<file path="src/rtl/adc_deserializer.sv">
// I2S / left-justified serial-to-parallel front end for the codec ADC.
// Optional sticky frame_err port: define ADC_DESERIALIZER_FRAME_ERR_EN.
module adc_deserializer #(
    parameter int NBITS     = 18,
    parameter int SLOT_MAX  = 32,
    parameter int I2S_DELAY = 1
) (
    input  logic                    clock,
    input  logic                    reset,
    input  logic                    bclk_in,
    input  logic                    lrck_in,
    input  logic                    sdata_in,
    output logic signed [NBITS-1:0] left_out,
    output logic signed [NBITS-1:0] right_out,
    output logic                    data_en
`ifdef ADC_DESERIALIZER_FRAME_ERR_EN
    ,
    output logic                    frame_err
`endif
);

    localparam int CW = $clog2(SLOT_MAX) + 1;
    localparam int NW = $clog2(NBITS + 1);
    localparam logic [CW-1:0] POS_SAT = CW'(SLOT_MAX);
    localparam logic [NW-1:0] NBITS_C = NW'(NBITS);

    typedef enum logic [1:0] {SYNC, SHIFT, HOLD} state_t;

    state_t           r_state;
    logic [2:0]       r_bclk_s;
    logic [1:0]       r_lrck_s;
    logic [1:0]       r_sdata_s;
    logic             r_lrck_prev;
    logic [CW-1:0]    r_pos;
    logic [NBITS-1:0] r_shift;
    logic [NW-1:0]    r_nbit;
    logic [NBITS-1:0] r_pend;
    logic             r_have_left;

    logic             w_bclk_rise;
    logic             w_lrck;
    logic             w_sdata;
    logic             w_boundary;
    logic [CW-1:0]    w_pos;
    logic             w_sat;
    logic             w_short;
    logic             w_active;
    logic             w_in_window;
    logic             w_cap;
    logic [NBITS-1:0] w_base_shift;
    logic [NW-1:0]    w_base_nbit;
    logic [NBITS-1:0] w_shift_next;
    logic [NW-1:0]    w_nbit_next;
    logic             w_full;
    logic             w_close;
    logic [NBITS-1:0] w_word;
    logic             w_word_right;

    always_comb begin
        w_bclk_rise  = r_bclk_s[1] & ~r_bclk_s[2];
        w_lrck       = r_lrck_s[1];
        w_sdata      = r_sdata_s[1];
        w_boundary   = w_bclk_rise & (w_lrck != r_lrck_prev);
        w_pos        = w_boundary ? '0 : ((r_pos == POS_SAT) ? POS_SAT : r_pos + 1'b1);
        w_sat        = w_bclk_rise & ~w_boundary & (w_pos == POS_SAT);
        // A boundary while still shifting is a short slot: the old word closes
        // in the same bclk_rise that opens the new slot at position 0.
        w_short      = w_boundary & (r_state == SHIFT);
        w_active     = w_bclk_rise & ~w_sat & (w_boundary | (r_state == SHIFT));
        w_in_window  = ({1'b0, w_pos} + 1'b1) > (CW + 1)'(I2S_DELAY);
        w_cap        = w_active & w_in_window;
        w_base_shift = w_boundary ? '0 : r_shift;
        w_base_nbit  = w_boundary ? '0 : r_nbit;
        w_shift_next = (w_base_shift << 1) | NBITS'(w_sdata);
        w_nbit_next  = w_base_nbit + 1'b1;
        w_full       = w_cap & (w_nbit_next == NBITS_C);
        w_close      = w_short | w_full;
        w_word       = w_short ? (r_shift << (NBITS_C - r_nbit)) : w_shift_next;
        w_word_right = w_short ? r_lrck_prev : w_lrck;
    end

    always_ff @(posedge clock or posedge reset) begin
        if (reset) begin
            r_state     <= SYNC;
            r_bclk_s    <= '0;
            r_lrck_s    <= '0;
            r_sdata_s   <= '0;
            r_lrck_prev <= 1'b0;
            r_pos       <= '0;
            r_shift     <= '0;
            r_nbit      <= '0;
            r_pend      <= '0;
            r_have_left <= 1'b0;
            left_out    <= '0;
            right_out   <= '0;
            data_en     <= 1'b0;
        end else begin
            r_bclk_s  <= {r_bclk_s[1:0], bclk_in};
            r_lrck_s  <= {r_lrck_s[0], lrck_in};
            r_sdata_s <= {r_sdata_s[0], sdata_in};
            data_en   <= 1'b0;
            if (w_bclk_rise) begin
                r_lrck_prev <= w_lrck;
                r_pos       <= w_pos;
                if (w_cap) begin
                    r_shift <= w_shift_next;
                    r_nbit  <= w_nbit_next;
                end else if (w_boundary) begin
                    r_shift <= '0;
                    r_nbit  <= '0;
                end
                if (w_close) begin
                    if (!w_word_right) begin
                        r_pend      <= w_word;
                        r_have_left <= 1'b1;
                    end else if (r_have_left) begin
                        left_out  <= r_pend;
                        right_out <= w_word;
                        data_en   <= 1'b1;
                    end
                end
                if (w_sat) begin
                    r_state     <= SYNC;
                    r_have_left <= 1'b0;
                end else if (w_full) begin
                    r_state <= HOLD;
                end else if (w_boundary) begin
                    r_state <= SHIFT;
                end
            end
        end
    end

`ifdef ADC_DESERIALIZER_FRAME_ERR_EN
    logic r_frame_err;

    always_ff @(posedge clock or posedge reset) begin
        if (reset) begin
            r_frame_err <= 1'b0;
        end else if (w_short | (w_sat & (r_state != SYNC))) begin
            r_frame_err <= 1'b1;
        end
    end

    assign frame_err = r_frame_err;
`endif

endmodule

</file>
<file path="config.mk">
export PLATFORM = sky130hd
export DESIGN_NAME = adc_deserializer
export DESIGN_NICKNAME = d
export VERILOG_FILES = /design/src/rtl/adc_deserializer.sv
export SDC_FILE = /design/constraint.sdc
export NUM_CORES = 1
export LEC_CHECK = 0
export BUFFER_PORTS_ARGS = -buffer_cell sky130_fd_sc_hd__buf_2
export CORE_UTILIZATION = 60
export CTS_CLUSTER_DIAMETER = 120
export DETAILED_ROUTE_END_ITERATION = 8
export HOLD_SLACK_MARGIN = 0.06
export PLACE_DENSITY = 0.8
export RECOVER_POWER = 25
export SYNTH_ARGS = -nofsm -noshare
export SYNTH_HDL_FRONTEND = slang
export SYNTH_SLANG_ARGS = --single-unit
</file>
<file path="constraint.sdc">
create_clock -name clock -period 4.9 [get_ports clock]
set_input_delay 0.735 -clock clock [delete_from_list [all_inputs] [get_ports clock]]
set_output_delay 0.735 -clock clock [all_outputs]
set_load 0.005 [all_outputs]
</file>
# == Word-level counts from Yosys, hierarchy flattened ==
# Cells that the tools add are included.
# classes
order_cmp,1
reduce_logical,8
n_bitwise,16
n_addsub,4
mux,18
n_eq_ne,6
shifts,1
# op_table
op,count
$mux W18,3
$or A18 B1 Y18,1
$shl A18 B5 Y18,1
$eq A6 B6 Y1 const B,2
$mux W6,2
$mux W5,2
$and A1 B1 Y1,9
$mux W1,8
$add A6 B1 Y7 const B,1
$gt A7 B1 Y1 const B,1
$add A6 B1 Y6 const B,1
$mux W2,3
$reduce_and A3 Y1,2
$add A5 B1 Y5 const B,1
$eq A5 B5 Y1 const B,1
$sub A5 B5 Y5 const A,1
$not A1 Y1,4
$reduce_and A2 Y1,2
$reduce_and A4 Y1,1
$reduce_bool A2 Y1,2
$reduce_bool A3 Y1,1
$eq A2 B1 Y1 const B,1
$ne A2 B2 Y1 const B,1
$or A1 B1 Y1,2
$ne A1 B1 Y1,1
# totals
out_inout_bits,37
register_bits,95
input_bits,5
word_cells,68

# == Longest topological paths before layout ==
# logic_depth
ltp_word,14
mapped_depth,15
mapped_depth_nobuf,12

# == Worst setup path before layout ==
# OpenSTA, ideal clock, no wires.
# synth_path
path_type,register to register
from,register r_lrck_prev
to,register r_pend[4]
slack_ns,1.521
required_ns,4.775
path_stages_with_launch,13
period_less_slack_ns,3.379
arrival_ns,3.254
setup_ns,0.125
path_buffers,2
cell_sequence,dfrtp_1 -> xor2_1 -> nand2_1 -> clkbuf_1 -> and2_1 -> ha_1 -> nand3_1 -> xor2_1 -> nor4_2 -> nand3_1 -> o31ai_4 -> buf_6 -> mux2_2
# synth_via
elab_chain_cells,12
elab_cells_between_ends,26
cone_classes,2 x add/sub; 1 x order compare; 3 x eq/ne; 5 x mux; 14 x bitwise; 1 x reduce/logical
# synth_rtl
item,line,rtl
start: declaration,33,logic r_lrck_prev;
start signal: assignment,103,r_lrck_prev <= w_lrck;
branches (longest 12 deep; another with $add A6 B1 Y7),--,
end signal: assignment,114,r_pend <= w_word;
end: declaration,37,logic [NBITS-1:0] r_pend;
# Several ways; the timed one is not identified. The select of a mux whose other input is x is not followed.
# A chain may end at the register's enable or synchronous reset.

# == Worst setup path after layout ==
# layout_path
from,register r_bclk_s[1]
to,register right_out[17]
# layout_via
elab_chain_cells,12
elab_cells_between_ends,25
cone_classes,2 x add/sub; 1 x order compare; 2 x eq/ne; 5 x mux; 14 x bitwise; 1 x reduce/logical
# layout_rtl
item,line,rtl
start: declaration,30,logic [2:0] r_bclk_s;
start signal: assignment,98,"r_bclk_s <= {r_bclk_s[1:0], bclk_in};"
$and A1 B1 Y1 (*),60,w_bclk_rise = r_bclk_s[1] & ~r_bclk_s[2];
branches (longest 11 deep; another with $add A6 B1 Y7),--,
end signal: assignment,118,right_out <= w_word;
end: declaration,14,"output logic signed [NBITS-1:0] right_out,"
# Mark *: on every way between the ends. The select of a mux whose other input is x is not followed.

==> impl_metrics.env <==
export IMPL_post_route_min_period_ns=3.74
export IMPL_utilization_pct=67.8
export IMPL_yosysWarnings=0
export IMPL_synth_edf_count=0
export IMPL_setup_tns_ns=0
export IMPL_fin_skew_ns=0.0172
export IMPL_netlist_top_cells_area="dfrtp_1 (46%), mux2_4 (9.9%), mux2_2 (4.6%)"
export IMPL_wirelength_mm=11.3
export IMPL_synth_net_count=442
export IMPL_drt_pass1_iter_count=5
export IMPL_startpoint_type="flip-flop"
export IMPL_dr_max_layer_used="met4"
export IMPL_clk_pin_slew_ns=0.09
export IMPL_drv_slew=45
export IMPL_drtAntennaViolNets=0
export IMPL_period_share_pct=76.3
export IMPL_cap_violations=1
export IMPL_synthFlopType="dfrtp_1"
export IMPL_grt_overflow_total=0
export IMPL_num_vias=3705
export IMPL_synth_ff_latch_count=95
export IMPL_core_um2=8260
export IMPL_die_area_um2=8960
export IMPL_violations="max-capacitance violations, max-slew violations"
export IMPL_clock_latency_ns=0.36
export IMPL_cts_setup_buffers=0
export IMPL_start_util_pct=62.4
export IMPL_async_flop_share_pct=100
export IMPL_cp_arrival_ns=3.97
export IMPL_rows=33
export IMPL_cp_required_ns=5.13
export IMPL_cts_buffers=9
export IMPL_crit_fanout=37
export IMPL_n_antenna_cell=0
export IMPL_met2WireLength_mm=5.17
export IMPL_synthToLayoutAreaGrowth_pct=8.62
export IMPL_clockRootBuffer="clkbuf_8"
export IMPL_htreeDepth=3
export IMPL_cp_end_kind="flip-flop"
export IMPL_final_cell_area_um2=5600
export IMPL_final_cell_mix="dfrtp_1 (95), nand2_1 (45), buf_2 (40)"
export IMPL_place_gp_congestion=0.999
export IMPL_holdBufCountCts=0
export IMPL_cts_tree="built"
export IMPL_total_power_mw=2.03
export IMPL_setup_worst_path_end="right_out[17]"
export IMPL_drive_gt1_share_pct=29.7
export IMPL_postSynthCellCount=429
export IMPL_grt_usage_pct=27.2
export IMPL_drt_iter0_drc=463
export IMPL_cts_resized_gates=0
export IMPL_final_common_cell="dfrtp_1"
export IMPL_die_x_um=94.7
export IMPL_rsz0062_at_grt="no"
export IMPL_pin_count=42
export IMPL_cts_sinks=95
export IMPL_regToRegSetupSlack_ns=1.16
export IMPL_post_drt_wl_per_cell_um=19.7
export IMPL_dpl_hpwl_mm=7.78
export IMPL_worst_pin_slew_ns=1.90
export IMPL_grt_pass1_wl_mm=18.5
export IMPL_route_detailed_drc=0
export IMPL_grt_pass1_vias=3547
export IMPL_r2r_start="r_bclk_s[1]"
export IMPL_ir_drop_mv=0.225
export IMPL_place_area_um2=5410
export IMPL_wl_met3_um=722
export IMPL_drt_vias_per_instance=6.47
export IMPL_syn_mean_instance_area_um2=12.0
export IMPL_r2r_cells=13
export IMPL_nFillCells=623
export IMPL_wl_met1_mm=5.24
export IMPL_io_buffers=41
export IMPL_clk_path_buf_depth=2
export IMPL_worstSetupPathType="flip-flop to flip-flop"
export IMPL_powerDensity_nw_per_um2=362
export IMPL_startpoint="r_bclk_s[1]"
export IMPL_status="finished, violations left"
export IMPL_r2r_end="right_out[17]"
export IMPL_antenna_found_initial=0
export IMPL_max_freq_mhz=268
export IMPL_synth_top_area_share_pct=46.1
export IMPL_die_h_um=94.7
export IMPL_ys_seq_area_share_pct=46.1
export IMPL_finalHoldViolCount=0
export IMPL_power_leakage_nw=2.67
export IMPL_synth_top_area_cell="dfrtp_1"
export IMPL_nNetsFinal=476
export IMPL_setup_viol=0
export IMPL_maxSlewHeadroom_pct=-27.5
export IMPL_yosysUniqueCellTypes=56
export IMPL_grt_max_degree=53
export IMPL_holdCritPathClass="flip-flop to flip-flop"
export IMPL_syn_area_um2=5150
[layout make-up]
type / instances / area [um2] / area share [%]
clock buffers: 10 / 128 / 2.28
clock inverters: 6 / 75.1 / 1.34
repair buffers: 49 / 260 / 4.65
multi-input cells: 299 / 2590 / 46.3
inverters: 9 / 35.0 / 0.626
flip-flops and latches: 95 / 2380 / 42.5
well taps: 105 / 131 / 2.35
[registers in the layout (all words and copies together) (netlist names)]
| name | flops |
|---|---|
| right_out | 18 |
| r_pend | 18 |
| r_state | 2 |
| r_have_left | 1 |
| left_out | 18 |
| r_nbit | 5 |
| r_lrck_prev | 1 |
| r_lrck_s | 2 |
| r_shift | 18 |
| r_bclk_s | 3 |
| data_en | 1 |
| r_pos | 6 |
| r_sdata_s | 2 |
[how the worst min path moves through the flow]
stage / from / end / slack (ns) / cells past startpoint
final: r_sdata_s[0] / r_sdata_s[1] / 0.36 / 0
after global routing: r_lrck_s[0] / r_lrck_s[1] / 0.37 / 0
after CTS: r_sdata_s[0] / r_sdata_s[1] / 0.36 / 0
after detailed placement: r_sdata_s[0] / r_sdata_s[1] / 0.34 / 0
after global placement: r_sdata_s[0] / r_sdata_s[1] / 0.33 / 0
after floorplan: r_bclk_s[0] / r_bclk_s[1] / 0.33 / 0
[report_power, final]
| group | switching (mW) | leakage [nW] | total (mW) | internal, mW |
|---|---|---|---|---|
| Clock | 0.280 | 0.0994 | 0.525 | 0.244 |
| Combinational | 0.338 | 1.28 | 0.586 | 0.248 |
| Sequential | 0.0915 | 1.29 | 0.917 | 0.825 |
[worst max-delay path: stages, from the launching register on]
cell	delay, ns
dfrtp_1	0.42
nor2b_1	0.14
buf_4	0.17
nand2_1	0.09
buf_4	0.21
and2_1	0.22
ha_1	0.27
nand3_1	0.11
xor2_1	0.19
nor4_2	0.44
nand2_1	0.16
o31ai_4	0.18
buf_4	0.57
mux2_2	0.42
[cells by family after synthesis]
kind of cell             share of synthesized area (%)
XOR/XNOR                                          2.16
adder cells (fa/ha/maj)                           1.94
AND/OR/NAND/NOR                                   9.25
flip-flops                                        46.1
AO/OA/AOI/OAI                                     14.3
multiplexers                                      22.7
buffers and inverters                             3.50
[per-layer routing]
| metal | up-vias | track usage [%] |
|---|---|---|
| met2 | 173 | 40.0 |
| met3 | 15 | 4.27 |
| met4 | 0 | 7.83 |
| met5 | - | 0 |
| met1 | 1861 | 41.8 |
| li1 | 1656 | - |
[cells in the mapped netlist, types with 2 or more instances]
library cell,number
a211oi_1,2
a21oi_1,9
a221o_1,3
a22o_1,19
a22oi_1,3
a31o_2,2
a31oi_1,2
a32o_1,2
and2_1,2
and3_1,3
buf_2,6
buf_6,5
clkbuf_1,13
dfrtp_1,95
ha_1,8
inv_1,9
mux2_2,21
mux2_4,34
mux2i_1,22
mux4_2,9
nand2_1,45
nand2b_1,3
nand3_1,13
nand4_1,2
nor2_1,14
nor2b_1,4
nor3_1,3
nor4_1,2
o211ai_1,4
o21ai_0,25
o221ai_1,6
o31ai_1,2
o31ai_4,3
or3_1,4
xnor2_1,5
xnor2_2,2
xor2_1,4
[stage by stage]
step,std cells,hold slack (ns),setup WS [ns]
after detailed placement,557,0.339,1.23
after CTS,573,0.361,1.18
after global placement,557,0.333,1.33
after global routing,573,0.375,0.975
after floorplan,429,0.331,1.52
final,573,0.360,1.16
Note: power is estimated with default switching activity, not from simulation.
